[src/rtl/loader_pkg.sv]
// Shared types for the UART program loader: FSM states and the error codes
// reported on O_ERR_CODE.
package loader_pkg;

    typedef enum logic [1:0] {
        IDLE  = 2'd0,
        BYTES = 2'd1,
        WRITE = 2'd2,
        CSUM  = 2'd3
    } state_t;

    localparam logic [1:0] ERR_NONE    = 2'b00;
    localparam logic [1:0] ERR_COUNT   = 2'b01;
    localparam logic [1:0] ERR_TIMEOUT = 2'b10;
    localparam logic [1:0] ERR_CSUM    = 2'b11;

endpackage

[src/rtl/loader_timeout.sv]
// Inter-byte idle watchdog: counts cycles while run is high, restarts on clear,
// and flags the idle cycle that would bring the count up to TIMEOUT_CYC.
module loader_timeout #(
    parameter int TIMEOUT_CYC = 1000000
) (
    input  logic CLK,
    input  logic RESET,
    input  logic clear,
    input  logic run,
    output logic expired
);

    localparam int            CW    = $clog2(TIMEOUT_CYC + 1);
    localparam logic [CW-1:0] LIMIT = CW'(TIMEOUT_CYC - 1);

    logic [CW-1:0] idle_cnt;

    always_ff @(posedge CLK or negedge RESET) begin
        if (!RESET)
            idle_cnt <= '0;
        else if (clear)
            idle_cnt <= '0;
        else if (run)
            idle_cnt <= idle_cnt + CW'(1);
    end

    // Asserting one cycle early lets the FSM leave on the edge that completes the count.
    assign expired = run && !clear && (idle_cnt == LIMIT);

endmodule

[src/rtl/uart_program_loader.sv]
// Pulls a counted, checksummed program image out of the UART RX FIFO and
// writes it word by word into the MIPS program memory.
module uart_program_loader
    import loader_pkg::*;
#(
    parameter int ADDR_W      = 5,
    parameter int TIMEOUT_CYC = 1000000
) (
    input  logic              CLK,
    input  logic              RESET,
    input  logic              I_ENABLE,
    input  logic              I_RX_EMPTY,
    input  logic [7:0]        I_R_DATA,
    output logic              O_RD_UART,
    output logic              O_WR_PM,
    output logic [ADDR_W-1:0] O_ADDR_PM,
    output logic [31:0]       O_DATA_PM,
    output logic              O_BUSY,
    output logic              O_DONE,
    output logic              O_ERROR,
    output logic [1:0]        O_ERR_CODE,
    output logic              O_LOADED,
    output logic [7:0]        O_N_INSTR
);

    localparam int CW        = ADDR_W + 1;
    localparam int MAX_WORDS = 1 << ADDR_W;

    state_t         state;
    state_t         state_next;
    logic [CW-1:0]  word_cnt;
    logic [1:0]     byte_idx;
    logic [7:0]     csum;
    logic [31:0]    data_word;

    logic in_load;
    logic pop;
    logic expired;
    logic count_bad;
    logic start_ok;
    logic start_bad;
    logic csum_ok;
    logic csum_bad;
    logic timed_out;

    assign in_load   = (state == BYTES) || (state == CSUM);
    assign pop       = !I_RX_EMPTY && (in_load || ((state == IDLE) && I_ENABLE));
    assign O_RD_UART = pop;
    assign count_bad = (I_R_DATA == 8'd0) || ({24'd0, I_R_DATA} > 32'(MAX_WORDS));
    assign O_ADDR_PM = word_cnt[ADDR_W-1:0];
    assign O_DATA_PM = data_word;

    loader_timeout #(
        .TIMEOUT_CYC (TIMEOUT_CYC)
    ) u_timeout (
        .CLK     (CLK),
        .RESET   (RESET),
        .clear   (pop || !in_load),
        .run     (in_load && !pop),
        .expired (expired)
    );

    always_ff @(posedge CLK or negedge RESET) begin
        if (!RESET)
            state <= IDLE;
        else
            state <= state_next;
    end

    always_comb begin
        state_next = state;
        start_ok   = 1'b0;
        start_bad  = 1'b0;
        csum_ok    = 1'b0;
        csum_bad   = 1'b0;
        timed_out  = 1'b0;
        case (state)
            IDLE: begin
                if (pop) begin
                    if (count_bad) begin
                        start_bad = 1'b1;
                    end else begin
                        start_ok   = 1'b1;
                        state_next = BYTES;
                    end
                end
            end
            BYTES: begin
                if (pop) begin
                    if (byte_idx == 2'd3)
                        state_next = WRITE;
                end else if (expired) begin
                    timed_out  = 1'b1;
                    state_next = IDLE;
                end
            end
            WRITE: begin
                state_next = ((word_cnt + CW'(1)) == CW'(O_N_INSTR)) ? CSUM : BYTES;
            end
            CSUM: begin
                if (pop) begin
                    csum_ok    = (I_R_DATA == csum);
                    csum_bad   = (I_R_DATA != csum);
                    state_next = IDLE;
                end else if (expired) begin
                    timed_out  = 1'b1;
                    state_next = IDLE;
                end
            end
            default: state_next = IDLE;
        endcase
    end

    always_ff @(posedge CLK or negedge RESET) begin
        if (!RESET) begin
            word_cnt   <= '0;
            byte_idx   <= '0;
            csum       <= '0;
            data_word  <= '0;
            O_WR_PM    <= 1'b0;
            O_BUSY     <= 1'b0;
            O_DONE     <= 1'b0;
            O_ERROR    <= 1'b0;
            O_ERR_CODE <= ERR_NONE;
            O_LOADED   <= 1'b0;
            O_N_INSTR  <= '0;
        end else begin
            O_WR_PM <= (state_next == WRITE);
            O_BUSY  <= (state_next != IDLE);
            O_DONE  <= csum_ok;
            O_ERROR <= start_bad || csum_bad || timed_out;

            // Any header, accepted or not, invalidates the previous image.
            if (start_ok || start_bad) begin
                O_LOADED   <= 1'b0;
                O_N_INSTR  <= I_R_DATA;
                O_ERR_CODE <= start_bad ? ERR_COUNT : ERR_NONE;
            end
            if (start_ok) begin
                word_cnt <= '0;
                byte_idx <= '0;
                csum     <= '0;
            end
            if ((state == BYTES) && pop) begin
                data_word <= {data_word[23:0], I_R_DATA};
                csum      <= csum ^ I_R_DATA;
                byte_idx  <= byte_idx + 2'd1;
            end
            if (state == WRITE)
                word_cnt <= word_cnt + CW'(1);
            if (csum_ok)
                O_LOADED <= 1'b1;
            if (csum_bad)
                O_ERR_CODE <= ERR_CSUM;
            if (timed_out)
                O_ERR_CODE <= ERR_TIMEOUT;
        end
    end

endmodule

[config.mk]
export PLATFORM = sky130hd
export DESIGN_NAME = uart_program_loader
export DESIGN_NICKNAME = d
export VERILOG_FILES = /design/src/rtl/loader_pkg.sv /design/src/rtl/loader_timeout.sv /design/src/rtl/uart_program_loader.sv
export SDC_FILE = /design/constraint.sdc
export NUM_CORES = 1
export LEC_CHECK = 0
export CORE_MARGIN = 2
export CORE_UTILIZATION = 35
export DETAILED_ROUTE_END_ITERATION = 7
export HOLD_SLACK_MARGIN = 0.12
export PLACE_DENSITY = 0.63
export SLEW_MARGIN = 25
export SYNTH_ARGS = -nofsm -noshare
export SYNTH_HDL_FRONTEND = slang
export SYNTH_HIERARCHICAL = 1
export SYNTH_SLANG_ARGS = --single-unit
[constraint.sdc]
create_clock -name CLK -period 4.8 [get_ports CLK]
set_input_delay 0.96 -clock CLK [delete_from_list [all_inputs] [get_ports CLK]]
set_output_delay 0.96 -clock CLK [all_outputs]
set_load 0.01 [all_outputs]
==> metrics <==
Skew-Pair Late Insertion Delay 340 ps; metal1 wirelength 4238 microns; worst path required time 5020 ps; Placed Area 4747 sq um; unrepaired setup endpoints after global routing no; Vias 3,122; post-synth top area cell dfrtp_1; die area 12,340 sq um; Bufs and invs on worst path 1; Synth Area in XOR/XNOR 0.06112; most common cell after layout, fill and taps aside nand2_1; reg2reg path depth 7; CP Max Fanout 11; yosys warns 6; Seq cells post-synth 85; std cell rows 39; Critical Path, Cell by Cell clkdlybuf4s50_1, nand2_1, nand2b_1, or4_1, nor4_1, nor2b_1, a22o_1, a32o_1; area of the mapped netlist 4013 sq um; initial core utilization 0.3544; Slew headroom 0.4981; VDD IR max 0.2944 mV; Max Used Layer met4; Max Root-Sink Buffers 2; DRC Markers 0; routability cong. 0.8278; PortBufs 64; Synth Instances 424; core area 11,320 sq um; P per Cell Area 494.0 nW/um^2; Synth top area share 0.5301; minimum clock period 3451 ps; fin crit share 0.7189; post-cts sizing count 0; Synth Area in Simple Gates 0.2560; most frequent cells in the layout nand2_1, dfrtp_1, clkdlybuf4s50_1; H-Tree Depth 3; Mapped Avg Cell Area 9.464 sq um; ys flop type dfrtp_1; Hold Crit Start O_DATA_PM[31]; origin of the critical flop-to-flop path state[0]; FMAX 289.8 MHz; fill count 1,103; total grt overflow 0; number of max-cap violations 0; share of layout cells above drive strength 1 0.07660; Num CTS Buffers 9; met2 wire length 4091 microns; diode count 0; Detailed Routing Iterations Pass 1 4; CP endpoint kind register; vias per cell 4.987; WP data arrival 3670 ps; skew final 9.475 ps; Area contributors post-synth dfrtp_1, nand2_1, xnor2_1, nor2_1, mux2_2; initial antenna violation count 0; drt wl/cell 14.02 microns; Hold-fix buffers, CTS 0; wirelength, routed 8774 microns; pin count of the biggest net entering global routing 86; first-pass GRT wire length 15,480 microns; root buf cell clkbuf_16; final hold vios 0; setup TNS 0 ps; main combinational cell family by area after synthesis simple AND/OR/NAND/NOR gates; Hold Path Cell Cnt 2; nature of the critical path startpoint primary input; CTS tree built; Max Transition Viols Final 0; die height 111.1 microns; Least-Margin Pin Slew 752.9 ps; Finished Layout Cells 626; GR Util All Layers 0.1526; Hold Path Sink O_DATA_PM[31]; number of flops mapped to enable cells by yosys 0; post-synthesis mux area share 0.02775; Crit Path Class primary input to register; Die Wd 111.1 microns; slowest CP cell clkdlybuf4s50_1; starting DRC count in detailed routing 191; largest delay contributor family on the critical path simple AND/OR/NAND/NOR gates; Worst-path clk slew 60 ps; post-DP HPWL 6057 microns; Compound-Gate Fraction of Synth Area 0.08201; Final ANT Viol Nets 0; DP Cell Count 612; async set or reset register ratio after synthesis 1.000; terminus of the critical flop-to-flop path state[1]; Cell variety after synth 45; postcts setup bufs 0; vias in the first global route 3,207; synthesis-to-layout area growth 25.88%; HP Class register to register; final-report setup violation count 0; I/O pin total 65; synthesized net count 439; register area share after synthesis 0.5301; CTS sink cnt 85; post-synthesis adder-cell area fraction 0.009355; cell area after layout 5051 sq um; outcome completed; reg2reg setup slack 2140 ps; Leak 2.212 nW; Max stage delay on crit path 690 ps; Post-layout nets 495; met3 WL post-DR 296 microns
-- worst register-to-register path, cell delays in order (launching register included) --
cell and delay [ps]:
dfrtp_1 540, nand2_1 320, nand2b_1 240, or4_1 400, nor4_1 460, nor2b_1 140, a22o_1 260, a32o_1 200
-- cell families (layout without fill, tap and decap cells) --
kind of cell             count (synthesis)  after routing
AO/OA/AOI/OAI                           50             50
XOR/XNOR                                28             28
adder cells (fa/ha/maj)                  3              3
buffers and inverters                   28             87
flip-flops                              85             85
multiplexers                            10             10
AND/OR/NAND/NOR                        220            220
-- report_power, final --
part           switching, mW  internal, mW  total [mW]
Clock                  0.266         0.450       0.716
Sequential             0.165         0.898        1.06
Combinational          0.313         0.403       0.716
-- routing by layer --
layer / track usage / vias to the layer above
li1: - / 1538
met4: 0.06584 / 0
met2: 0.2311 / 48
met1: 0.2097 / 1525
met3: 0.03718 / 11
met5: 0 / -
-- cells in the mapped netlist (all sizes together) (5+ instances only) --
cell,instances
or4,6
dfrtp,85
nor4,6
xor2,10
nand2,125
a22o,5
o21ai,24
nand4,11
mux2,9
a21oi,10
nand3b,9
buf,6
clkbuf,17
nand2b,5
nor3,6
nand3,8
nor2,30
xnor2,18
inv,5
-- per-stage QoR --
stage | utilization | hold slack [ps] | setup slack (ps) | total power, mW
after global routing | 0.4462 | 515.0 | 1113 | 2.654
after global placement | 0.4190 | 463.1 | 1089 | 1.784
after CTS | 0.4462 | 476.6 | 1362 | 2.529
final | 0.4462 | 470.7 | 1349 | 2.495
after detailed placement | 0.4193 | 461.3 | 1022 | 1.801
after floorplan | - | 454.5 | 1882 | 1.409
-- state kept, by name, indices dropped and copies added (netlist names) --
register	cells
O_BUSY	1
O_DATA_PM	32
O_DONE	1
O_ERROR	1
O_ERR_CODE	2
O_LOADED	1
O_N_INSTR	8
O_WR_PM	1
byte_idx	2
csum	8
state	2
u_timeout/idle_cnt	20
word_cnt	6
-- layout make-up --
| type | count | area [sq um] | share of cell area |
|---|---|---|---|
| Sequential cell | 85 | 2127 | 0.4211 |
| Multi-Input combinational cell | 311 | 1750 | 0.3465 |
| Timing Repair Buffer | 68 | 671.9 | 0.1330 |
| Clock buffer | 10 | 229.0 | 0.04533 |
| Tap cell | 143 | 178.9 | 0.03542 |
| Clock inverter | 4 | 75.07 | 0.01486 |
| Inverter | 5 | 18.77 | 0.003716 |
-- worst max-delay path by stage --
stage / from / endpoint / slack (ps) / depth (start not counted)
final: I_RX_EMPTY / state[1] / 1350 / 8
after detailed placement: I_RX_EMPTY / state[1] / 1020 / 8
after global routing: I_RX_EMPTY / state[1] / 1110 / 8
after floorplan: I_RX_EMPTY / state[1] / 1880 / 8
after CTS: I_RX_EMPTY / state[1] / 1360 / 8
after global placement: I_RX_EMPTY / state[1] / 1090 / 8
(Power assumes the default switching activity.)
==> RTL change (same flow settings) <==
Register the output `O_ERR_CODE` once more, without a reset; this adds one clock of latency there. The other outputs are not delayed to match.
--- a/src/rtl/uart_program_loader.sv
+++ b/src/rtl/uart_program_loader.sv
@@ -27,2 +27,4 @@
     localparam int MAX_WORDS = 1 << ADDR_W;
+
+    logic [1:0] O_ERR_CODE_s0;
 
@@ -123,3 +125,3 @@
             O_ERROR    <= 1'b0;
-            O_ERR_CODE <= ERR_NONE;
+            O_ERR_CODE_s0 <= ERR_NONE;
             O_LOADED   <= 1'b0;
@@ -136,3 +138,3 @@
                 O_N_INSTR  <= I_R_DATA;
-                O_ERR_CODE <= start_bad ? ERR_COUNT : ERR_NONE;
+                O_ERR_CODE_s0 <= start_bad ? ERR_COUNT : ERR_NONE;
             end
@@ -153,6 +155,10 @@
             if (csum_bad)
-                O_ERR_CODE <= ERR_CSUM;
+                O_ERR_CODE_s0 <= ERR_CSUM;
             if (timed_out)
-                O_ERR_CODE <= ERR_TIMEOUT;
+                O_ERR_CODE_s0 <= ERR_TIMEOUT;
         end
+    end
+
+    always_ff @(posedge CLK) begin
+        O_ERR_CODE <= O_ERR_CODE_s0;
     end
Behaviour: not the same (a bounded check fails within 4 cycles, from zero or initial values and one cycle with RESET low).
==> RTL change against the unedited design <==
Non-clock buffer count stayed put; final area grew 0.77%; sequential share of layout area is 0.47 points higher; sequential cell count is 2 higher; worst setup slack lost 0.13 ns; power up 2.3%; area after synthesis up 1.0%; wire length increased by 2.2%; highest routed layer unchanged; largest power group unchanged; die area grew 0.97%.
==> RTL change: results (changes against the unedited design) <==
muxShareOfSynthArea_pct: 3.30  # +0.53 points
gp_routability_congestion: 0.848  # +2.4%
grt_pass1_wl_um: 15200  # -1.8%
place_area_mm2: 0.00478  # +0.69%
wirelength_um: 8970  # +2.2%
irDropWorstVdd_v: 0.000232  # -21%
min_path_type: "flop to flop"
yosys_warnings: 6  # unchanged
vias: 3126  # +0.13%
largest_register_ffs: 32  # unchanged
dr.pass1.iters: 4  # unchanged
pwr-share-comb_pct: 29.2  # +0.5 points
leakage_nw: 2.25  # +1.6%
yosysMostFrequentCell: "nand2_1"
diodes: 0  # unchanged
drive_above_1_share_pct: 8.02  # +0.36 points
worst_skew_pair.late_latency_ns: 0.34  # about the same
seqPwrFrac_pct: 42.5  # about the same
finalHoldViolations: 0  # unchanged
nets: 484  # -2.2%
syn-num-nets: 429  # -2.3%
postCtsSetupBuffers: 0  # unchanged
path_clk_slew_ns: 0.06  # about the same
h-tree-depth: 3  # unchanged
async_flop_share_pct: 97.7  # -2.3 points
cts_resized: 0  # unchanged
synth_cell_type_count: 46  # +2.2%
p_switching_mw: 0.768  # +3.3%
cts_root_buffer: "clkbuf_16"
crit_fanout: 13  # +2
yosys-top-cells-area: "dfrtp_1, nand2_1, xnor2_1"
preCtsSetupSlack_ns: 0.899  # -0.123 ns
synth_compound_area_share_pct: 7.26  # -0.95 points
cts_buffers: 9  # unchanged
synth_xor_area_share_pct: 6.05  # -0.060 points
dp_hpwl_um: 6150  # +1.6%
synth_seq_area_share_pct: 53.5  # +0.46 points
grt_pass1_vias: 3075  # -4.1%
grt_start_max_net_pins: 86  # unchanged
antenna_found_initial: 0  # unchanged
ys_top_cells_by_count: "nand2_1, dfrtp_1, nor2_1"
synth_edf_count: 0  # unchanged
place.port_buffers: 64  # unchanged
grt_use_total_pct: 15.3  # +0.032 points
cp.arrival_ns: 3.84  # +0.17 ns
tightest_slew_ns: 0.918  # +0.165 ns
synth_fa_ha_area_share_pct: 0.926  # -0.0092 points
finClkSkew_ns: 0.00582  # -0.00365 ns
status: "completed"
drt_iter0_drc: 184  # -3.7%
clk_path_buf_depth: 2  # unchanged
RTL change: worst paths after layout:
kind                       cells after the start              from                endpoint  slack [ns]
max                                            7        I_RX_EMPTY  u_timeout/idle_cnt[18]        1.22
min                                            0  O_ERR_CODE_s0[1]           O_ERR_CODE[1]        0.38
max reg2reg                                    6          state[0]  u_timeout/idle_cnt[18]        2.05
min reg2reg                                    0  O_ERR_CODE_s0[1]           O_ERR_CODE[1]        0.38
max in group asynchronous                      1             RESET            O_N_INSTR[4]        3.62
min in group asynchronous                      1             RESET   u_timeout/idle_cnt[7]        0.67
RTL change: area by class of cell:
class,instances,area (um2)
Fill cell,1096,6280
Sequential cell,87,2170
Multi-Input combinational cell,296,1740
Timing Repair Buffer,68,672
Clock buffer,13,270
Tap cell,143,179
Clock inverter,3,40.0
Inverter,7,26.3
RTL change: cells by family after synthesis:
logic type               Yosys count
AO/OA/AOI/OAI                     42
XOR/XNOR                          28
adder cells (fa/ha/maj)            3
buffers and inverters             31
flip-flops                        87
multiplexers                      12
AND/OR/NAND/NOR                  211
RTL change: routing by layer:
layer	track usage, %	wire length (um)	up-vias	share of wire (%)
met5	0	0	-	0
met4	6.67	216	0	2.4
met3	4.57	357	15	4.0
met2	24.4	4310	52	48
met1	19.4	4090	1539	46
li1	-	-	1520	-
RTL change: worst max-delay path, cell delays in order:
cell and delay, ns:
clkdlybuf4s50_1 0.73, nand2_1 0.38, inv_1 0.34, nand2_1 0.23, nor4_1 0.56, or4b_1 0.49
a21oi_1 0.15
RTL change: stage by stage:
stage                     power (mW)  hold slack [ns]  utilization (%)  std cells
after global routing            2.71            0.398             44.8        617
final                           2.55            0.380             44.8        617
after detailed placement        1.86            0.373             42.0        601
after CTS                       2.59            0.387             44.8        617
after floorplan                 1.46            0.347                -        414
after global placement          1.83            0.376             41.9        601
